**src/rtl/powlib_bus_fifo.sv**
```systemverilog
// rtl/powlib_bus_fifo.sv - first-word-fall-through FIFO carrying paired address/data bus beats
// Programmable nearly-full flag lets upstream stages with in-flight beats throttle early.
module powlib_bus_fifo #(
  parameter string ID   = "BUSFIFO",
  parameter int    EDBG = 0,
  parameter int    D    = 8,
  parameter int    NFS  = 0,
  parameter int    B_AW = 32,
  parameter int    B_DW = 32
) (
  input  logic            clk,
  input  logic            rst,
  input  logic [B_AW-1:0] wraddr,
  input  logic [B_DW-1:0] wrdata,
  input  logic            wrvld,
  output logic            wrrdy,
  output logic            wrnf,
  output logic [B_AW-1:0] rdaddr,
  output logic [B_DW-1:0] rddata,
  output logic            rdvld,
  input  logic            rdrdy
);

  localparam int PW = (D > 1) ? $clog2(D) : 1;
  localparam int CW = $clog2(D + 1);
  localparam int EW = B_AW + B_DW;
  localparam logic [CW-1:0] DEPTH = CW'(D);

  logic [EW-1:0] mem [D];
  logic [PW-1:0] wr_ptr;
  logic [PW-1:0] rd_ptr;
  logic [CW-1:0] count;
  logic [CW-1:0] free_slots;
  logic [EW-1:0] head;
  logic          push;
  logic          pop;

  // Handshake flags come only from registered state, never from the opposite side's inputs.
  assign wrrdy      = (count != DEPTH);
  assign rdvld      = (count != '0);
  assign free_slots = DEPTH - count;
  assign wrnf       = (32'(free_slots) <= 32'(NFS));

  assign push = wrvld && wrrdy;
  assign pop  = rdvld && rdrdy;

  assign head   = mem[rd_ptr];
  assign rdaddr = head[EW-1:B_DW];
  assign rddata = head[B_DW-1:0];

  // Storage is intentionally left unreset; reset only empties the queue.
  always_ff @(posedge clk) begin
    if (push) begin
      mem[wr_ptr] <= {wraddr, wrdata};
    end
  end

  always_ff @(posedge clk) begin
    if (rst) begin
      wr_ptr <= '0;
      rd_ptr <= '0;
      count  <= '0;
    end else begin
      if (push) begin
        wr_ptr <= wr_ptr + PW'(1);
      end
      if (pop) begin
        rd_ptr <= rd_ptr + PW'(1);
      end
      case ({push, pop})
        2'b10:   count <= count + CW'(1);
        2'b01:   count <= count - CW'(1);
        default: count <= count;
      endcase
    end
  end

`ifndef SYNTHESIS
  always_ff @(posedge clk) begin
    if (EDBG != 0 && !rst) begin
      if (push) begin
        $display("%s push addr=%h data=%h", ID, wraddr, wrdata);
      end
      if (pop) begin
        $display("%s pop  addr=%h data=%h", ID, rdaddr, rddata);
      end
    end
  end
`endif

endmodule

```
**config.mk**
```make
export PLATFORM = sky130hd
export DESIGN_NAME = powlib_bus_fifo
export DESIGN_NICKNAME = d
export VERILOG_FILES = /design/src/rtl/powlib_bus_fifo.sv
export SDC_FILE = /design/constraint.sdc
export NUM_CORES = 1
export LEC_CHECK = 0
export CAP_MARGIN = 20
export CORE_MARGIN = 3
export CORE_UTILIZATION = 50
export DETAILED_ROUTE_END_ITERATION = 8
export GPL_TIMING_DRIVEN = 0
export PLACE_DENSITY = 0.69
export SYNTH_ARGS = -nofsm -noshare
export SYNTH_HDL_FRONTEND = slang
export SYNTH_SLANG_ARGS = --single-unit
```
**constraint.sdc**
```tcl
create_clock -name clk -period 10.82 [get_ports clk]
set_clock_uncertainty 0.2 [all_clocks]
set_input_delay 2.164 -clock clk [delete_from_list [all_inputs] [get_ports clk]]
set_output_delay 2.164 -clock clk [all_outputs]
set_load 0.05 [all_outputs]
```
**Word-level counts from Yosys, hierarchy flattened**

Memory sizes are Yosys's and may differ from the RTL's. A register that Yosys moved wholly into a read port is not among the register bits.
Index checks and enable logic that the tools add are counted.

- Reduce and logical (&&, ||, !) cells: 4
- Muxes and demuxes: 5
- Equal/unequal tests: 3
- Add/sub/neg operators: 5
- $lt $le $gt $ge: 1

Operators with widths:

| cell | count |
|---|---|
| 4-bit case mux with 2 select lines | 1 |
| 3-bit by 1-bit adder with 3-bit output, second input constant | 2 |
| 3-bit 2-to-1 mux | 2 |
| 4-bit by 1-bit adder with 4-bit output, second input constant | 1 |
| 4-bit by 1-bit <= comparator with 1-bit output, second input constant | 1 |
| 4-bit != test, second input constant | 1 |
| 4-bit nonzero test | 1 |
| 4-bit by 1-bit subtractor with 4-bit output, second input constant | 1 |
| 4-bit subtractor, first input constant | 1 |
| 2-bit by 1-bit equality test with 1-bit output, second input constant | 1 |
| 2-bit equality test, second input constant | 1 |
| 1-bit logical AND | 2 |
| 1-bit 2-to-1 mux | 2 |
| 2-bit nonzero test | 1 |

- Output and inout bits: 67
- Input port bits: 68
- RAM bits: 512
- Bits in registers: 10
- Memories kept: 1

Memory list:

| memory | depth | bits a word | rd ports | clocked after Yosys merged registers in | wr ports | line | source |
|---|---|---|---|---|---|---|---|
| mem | 8 | 64 | 1 | 1 | 1 | 29 | `logic [EW-1:0] mem [D];` |

**Logic depth before layout (Yosys ltp)**

Gate-level depths: netlist of run 1.

- Depth in word-level cells: 4
- Depth in mapped cells: 10
- Gate-level depth less buffers: 10

**Worst setup path before layout of run 1**

Ideal clock, no wire load.

- Path type: input to register
- Start: input port wrvld
- End: memory mem[0][0] (netlist name) (enable)
- Stages on the path: 2
- Path slack: 1.640 ns
- Path buffers: 0
- Library setup time: 0.644 ns
- Arrival: 8.336 ns
- Path through: nand2_2 nor4_1

- Cells in the longest elaborated chain, start to end: 3

Ends and longest elaborated chain:

| what | line | source |
|---|---|---|
| start, declared | 15 | `input logic wrvld,` |
| 1-bit logical AND | 44 | `assign push = wrvld && wrrdy;` |
| 1-bit 2-to-1 mux | 53 | `if (push) begin` |
| 1-bit 2-to-1 mux (not written as such) | 54 | `mem[wr_ptr] <= {wraddr, wrdata};` |
| end, declared | 29 |  |

Every way passes these cells.

==> flow_summary_export.csv, run 1 <==
group,metric,value,unit
logic_synthesis,synth_top_area_frac,0.774,
sta,max_freq,175,MHz
worst_setup_path,worst_ep_required_time,8460,ps
detailed_routing,wirelength,38100,um
global_route,grt_use_met1,0.277,
logic_synthesis,syn_inst,813,
floorplan,die-area,42200,um2
cts,clk_pin_slew_worst_paths,60,ps
sta,setup_tns,0,ps
logic_synthesis,avgSynthCellArea,24.4,um2
global_route,met2_usage,0.289,
floorplan,die_w,205,um
sta,slew_violations,0,
finish,layout-drive-gt1-share,0.297,
worst_setup_path,rr_worst_depth,8,
pwr,power.leakage,7.48,nW
pwr,ir_worst_vdd,162,uV
floorplan,die_h,205,um
detailed_routing,antenna_left,0,
logic_synthesis,synth_top_cell_by_area,"edfxtp_1",
cts,post_cts_buffers,0,
worst_setup_path,cp.arrival,3350,ps
logic_synthesis,synthAdderAreaFrac,0.00315,
logic_synthesis,yosys.area_share.simple,0.00926,
worst_setup_path,worst_path_largest_cell_delay,760,ps
finish,area_growth,20.4,%
placement,gp_congestion,0.694,
placement,dpl_worst_slack,5660,ps
detailed_routing,viasPerCell,5.60,
placement,placedCellCount,1510,
floorplan,core_region_area,38900,um2
global_route,gr-total-overflow,0,
worst_setup_path,cp-start-kind,"register",
worst_setup_path,cpMaxStageDelayCell,"clkdlybuf4s50_1",
logic_synthesis,synth-edff-count,512,
min_path,hp-class,"register to register",
worst_setup_path,r2r-start,"count[1]",
global_route,track_usage,0.186,
cts,cts-htree-levels,2,
cts,cts_root_buf,"clkbuf_16",
logic_synthesis,synth-async-reset-ratio,0,
global_route,grt_pass1_wl,58400,um
worst_setup_path,endpoint_kind,"primary output",
cts,ctsHoldBuffers,0,
cts,cts_sinks,525,
sta,setup_violations,0,
global_route,grt_pass1_vias,9491,
logic_synthesis,synth-seq-cells,525,
detailed_routing,vias,8974,
detailed_routing,detail_route.wl_per_cell,23.8,um
logic_synthesis,yosys-top-cells-area,"edfxtp_1 (77%), mux4_2 (15%), mux2_2 (3.7%), dfxtp_1 (1.3%), buf_6 (0.68%)",
run,drv_cap,0,
min_path,min_to,"rd_ptr[1]",
placement,place.detailed.hpwl,24100,um
detailed_routing,drt_iter0_markers,718,
finish,fin_nets,1118,
logic_synthesis,syn_area,19900,um2
global_route,grt_max_degree,25,
global_route,use_met3,0.0342,
cts,clk_path_buf_depth,3,
logic_synthesis,yosys.cell_types.count,28,
logic_synthesis,synth_top_family_by_area,"multiplexers",
logic_synthesis,yosys.area_share.xor_xnor,0.00309,
worst_setup_path,path_max_fanout,10,
sta,finalCriticalPeriod,5720,ps
run_status,status,"completed",
detailed_routing,drcViolationCount,0,
pwr,power_density,231,nW/um2
floorplan,initial_core_util,0.510,
cts,cts_resized,0,
logic_synthesis,synth_mux_area_frac,0.183,
worst_setup_path,worstSetupPathType,"register to primary output",
logic_synthesis,synth_compound_area_frac,0.00176,
finish,final_cells,1603,
detailed_routing,firstDrtPassIters,5,
logic_synthesis,ys_warn_count,0,
worst_setup_path,rrSetupSlack,7900,ps
sta,tightest_slew,910,ps
logic_synthesis,ys.flop_type,"edfxtp_1",
worst_setup_path,worstPathCellList,"buf_1, clkbuf_1, mux2_2, clkdlybuf4s50_1",
cts,clk-insertion-delay-late,560,ps
min_path,min_delay_path_depth,2,
sta,min_period_over_period,0.528,
sta,slew_headroom,0.392,
placement,io_buffers,134,
cts,cts_tree,"built",
floorplan,io_pins,135,
global_route,antenna_found_initial,1,
global_route,top_usage_layer,"met2",
logic_synthesis,ys_seq_area_frac,0.787,
worst_setup_path,r2r-end,"mem[1][27]",
logic_synthesis,syn_nets,886,
finish,nFillCells,2722,
floorplan,num_rows,72,
sta,final_hold_viol_count,0,
sta,rsz0062_at_grt,"no",
sta,setup_slack,5100,ps
min_path,hold_start,"rd_ptr[1]",
cts,cts_made_buffers,51,
## where the power goes
part | internal (mW) | total [mW] | switching [mW] | leakage [nW]
Combinational | 0.680 | 1.54 | 0.864 | 2.00
Clock | 0.918 | 1.60 | 0.684 | 0.726
Sequential | 2.34 | 2.38 | 0.0324 | 4.76
## metal layers
metal  vias to the layer above  wire (um)
met5                         -          9
met4                         2        561
met3                        43       2230
met2                       241      18700
met1                      4743      16700
li1                       3945          -
## how the worst max path moves through the flow
stage | from | endpoint | slack, ps | cells past startpoint
floorplan | wrvld | mem[0][0] | 1640 | 2
finish | register | rddata[5] | 5100 | 4
detailed placement | register | rddata[3] | 5660 | 4
global route | register | rddata[6] | 4950 | 4
CTS | register | rddata[5] | 5020 | 4
global placement | wrvld | mem[0][29] | -4920 | 3
## layout make-up
class                           count  area (um2)  area share
Sequential cell                   525       15600       0.654
Buffer                             37         241      0.0101
Multi-Input combinational cell    249        4030       0.168
Inverter                            2        7.51    0.000314
Timing Repair Buffer              179        1860      0.0777
Tap cell                          518         648      0.0271
Clock inverter                     18        97.6     0.00408
Antenna cell                        1        2.50    0.000105
Clock buffer                       74        1410      0.0587
## synth_stat cells (5+ instances only)
master	instances
a21oi_1	5
buf_6	12
nand3_1	5
edfxtp_1	512
mux2_2	65
mux4_2	128
xor2_1	7
ha_1	5
clkbuf_1	10
nor2_1	11
dfxtp_1	13
buf_1	9
## state kept, by name, indices dropped and copies added, names as in the netlist, named ones only
register and count:
mem 512, count 4, rd_ptr 3, wr_ptr 3
## placed cells by master (no fill, tap or decap), types with 5 or more instances in the layout
master / count
a21oi_1: 5
buf_1: 9
buf_12: 6
buf_4: 16
buf_6: 34
clkbuf_1: 31
clkbuf_16: 53
clkdlybuf4s50_1: 134
clkinv_1: 14
dfxtp_1: 13
edfxtp_1: 512
ha_1: 5
mux2_2: 65
mux4_2: 128
nand3_1: 5
nor2_1: 8
xor2_1: 7
## cell families (layout without fill, tap and decap cells)
kind of cell	Yosys count	in the layout
AO/OA/AOI/OAI	7	7
XOR/XNOR	7	7
adder cells (fa/ha/maj)	5	5
buffers and inverters	39	310
flip-flops	525	525
multiplexers	195	195
other	0	1
AND/OR/NAND/NOR	35	35
## worst max-delay path, delay by kind of cell (launching register included)
kind	cells	cell delay [ps]
multiplexers	1	410
flip-flops	1	320
buffers and inverters	3	2050
## stage by stage
stage	hold WS (ps)	total power, mW	utilization	cell area (um2)
final	315	5.52	0.615	23900
after global routing	335	5.74	0.615	23900
after CTS	317	5.59	0.615	23900
after detailed placement	300	3.99	0.576	22400
after global placement	293	3.97	0.561	21900
after floorplan	254	3.52	-	19900
Note: power is estimated with default switching activity, not from simulation.
==> run 2: changes to the inputs <==
--- a/config.mk
+++ b/config.mk
@@ -10,7 +10,7 @@
 export CORE_UTILIZATION = 50
 export DETAILED_ROUTE_END_ITERATION = 8
 export GPL_TIMING_DRIVEN = 0
-export PLACE_DENSITY = 0.69
+export PLACE_DENSITY = 0.72
 export SYNTH_ARGS = -nofsm -noshare
 export SYNTH_HDL_FRONTEND = slang
 export SYNTH_SLANG_ARGS = --single-unit
==> constraint.sdc (replaced) <==
create_clock -name clk -period 4.7 [get_ports clk]
set_clock_uncertainty 0.2 [all_clocks]
set_input_delay 0.94 -clock clk [delete_from_list [all_inputs] [get_ports clk]]
set_output_delay 0.94 -clock clk [all_outputs]
set_load 0.05 [all_outputs]
==> run 2 against run 1 <==
Power is 130% higher. Global-route usage is 0.26 points higher. Critical path depth stayed put. Core utilization is 0.35 points higher. Critical endpoint is now rddata[11]. Largest cell class unchanged.
==> flow_summary_export.csv, run 2 (synthesis gave the netlist of run 1 again) <==
group,metric,value,unit
global_route,top_usage_layer,"met2",
worst_setup_path,cp.arrival,3270,ps
sta,setup_tns,0,ps
detailed_routing,drt_iter0_markers,673,
sta,final_hold_viol_count,0,
finish,area_growth,21.1,%
floorplan,die_w,205,um
finish,final_cells,1599,
finish,final_cell_mix,"edfxtp_1 (512), clkdlybuf4s50_1 (134), mux4_2 (128), mux2_2 (65), clkbuf_16 (53)",
floorplan,die-area,42200,um2
cts,cts_root_buf,"clkbuf_16",
global_route,grt_pass1_vias,9453,
worst_setup_path,crit_end,"rddata[11]",
detailed_routing,wirelength,38700,um
cts,cts_tree,"built",
global_route,met2_usage,0.305,
cts,ctsHoldBuffers,0,
worst_setup_path,cp_num_buf_inv,3,
worst_setup_path,r2r-start,"count[1]",
detailed_routing,firstDrtPassIters,5,
min_path,min_delay_path_depth,2,
sta,finalCriticalPeriod,4410,ps
worst_setup_path,worstPathCellList,"buf_1, clkbuf_1, mux2_2, clkdlybuf4s50_1",
worst_setup_path,crit_cells,4,
finish,top_regs,"mem x512, count x4",
placement,place.detailed.hpwl,24500,um
global_route,track_usage,0.188,
cts,clk_pin_slew_worst_paths,60,ps
run_status,status,"completed",
cts,clk-insertion-delay-late,550,ps
pwr,ir_worst_vdd,312,uV
sta,setup_violations,0,
worst_setup_path,cp-start-kind,"register",
sta,tightest_slew,1050,ps
global_route,grt_use_met1,0.270,
floorplan,die_h,205,um
global_route,antenna_found_initial,4,
worst_setup_path,path_max_fanout,10,
run,drv_cap,0,
placement,placedCellCount,1506,
worst_setup_path,rr_worst_depth,7,
min_path,hp-class,"register to register",
detailed_routing,detail_route.wl_per_cell,24.2,um
cts,clk_path_buf_depth,3,
floorplan,io_pins,135,
pwr,power_density,535,nW/um2
min_path,hold_start,"rd_ptr[1]",
worst_setup_path,r2r-end,"mem[4][19]",
finish,fin_nets,1113,
floorplan,core_region_area,38900,um2
sta,rsz0062_at_grt,"no",
worst_setup_path,endpoint_kind,"primary output",
sta,slew_headroom,0.293,
sta,min_period_over_period,0.939,
detailed_routing,drcViolationCount,0,
finish,layout-drive-gt1-share,0.301,
finish,mostFrequentLayoutCell,"edfxtp_1",
floorplan,initial_core_util,0.510,
worst_setup_path,cp_top_family,"buffers and inverters",
worst_setup_path,worst_path_largest_cell_delay,760,ps
detailed_routing,vias,9013,
finish,largest_register_ffs,512,
cts,cts_sinks,525,
placement,io_buffers,134,
detailed_routing,viasPerCell,5.64,
global_route,grt_max_degree,26,
global_route,grt_pass1_wl,59000,um
worst_setup_path,cpMaxStageDelayCell,"clkdlybuf4s50_1",
detailed_routing,antenna_left,0,
worst_setup_path,worst_ep_required_time,3560,ps
cts,cts_made_buffers,50,
floorplan,num_rows,72,
pwr,power.leakage,7.52,nW
sta,hold_slack,324,ps
cts,cts_resized,0,
finish,top_register,"mem",
cts,post_cts_buffers,0,
sta,slew_violations,0,
sta,max_freq,227,MHz
global_route,use_met3,0.0353,
worst_setup_path,worstSetupPathType,"register to primary output",
pwr,totalPowerFinal,12.9,mW
global_route,gr-total-overflow,0,
placement,gp_congestion,0.698,
cts,cts-htree-levels,2,
worst_setup_path,rrSetupSlack,1710,ps
run 2: changes by cell type in the layout (fill, tap and decap cells not counted), sizes merged:
cell	change
diode	+1
clkbuf	-6
bufinv	+2
clkinv	+1
clkinvlp	+2
buf	-4
run 2: worst reg2reg max path, cell delays in order, from the launching register on:
cell and delay, ps:
dfxtp_1 460, or4b_1 150, buf_2 150, nand3_1 320, nor3_4 820, buf_16 230, buf_8 180, buf_16 190
run 2: cell type report:
class / instances / area, um2
fillers: 2672 / 14900
repair buffers: 175 / 1920
flip-flops and latches: 525 / 15600
clock inverters: 23 / 184
diodes: 2 / 5.00
inverters: 2 / 7.51
clock buffers: 68 / 1380
multi-input cells: 249 / 4040
plain buffers: 37 / 241
well taps: 518 / 648
run 2: worst min-delay path by stage:
stage / end / slack [ps]
6_report: rd_ptr[1] / 320
3_3_place_gp: rd_ptr[1] / 300
2_1_floorplan: register / 250
4_1_cts: rd_ptr[1] / 330
5_1_grt: rd_ptr[1] / 350
3_5_place_dp: rd_ptr[1] / 330
run 2: layer usage:
| layer | wire [um] | vias to the layer above |
|---|---|---|
| met5 | 34 | - |
| met4 | 698 | 4 |
| met3 | 1930 | 61 |
| met2 | 19400 | 218 |
| met1 | 16700 | 4793 |
| li1 | - | 3937 |
run 2: metrics by stage:
| stage | utilization | worst slack [ps] | instance area, um2 |
|---|---|---|---|
| floorplan | - | -1550 | 19900 |
| global placement | 0.562 | -6630 | 21900 |
| detailed placement | 0.578 | 770 | 22500 |
| CTS | 0.618 | 158 | 24100 |
| global route | 0.618 | 121 | 24100 |
| finish | 0.618 | 287 | 24100 |
run 2: where the power goes:
group          leakage (nW)  internal [mW]  switching, mW
logic                  2.01           1.57           2.00
clock network         0.756           2.22           1.60
registers              4.76           5.39         0.0775
total                  7.52           9.18           3.68
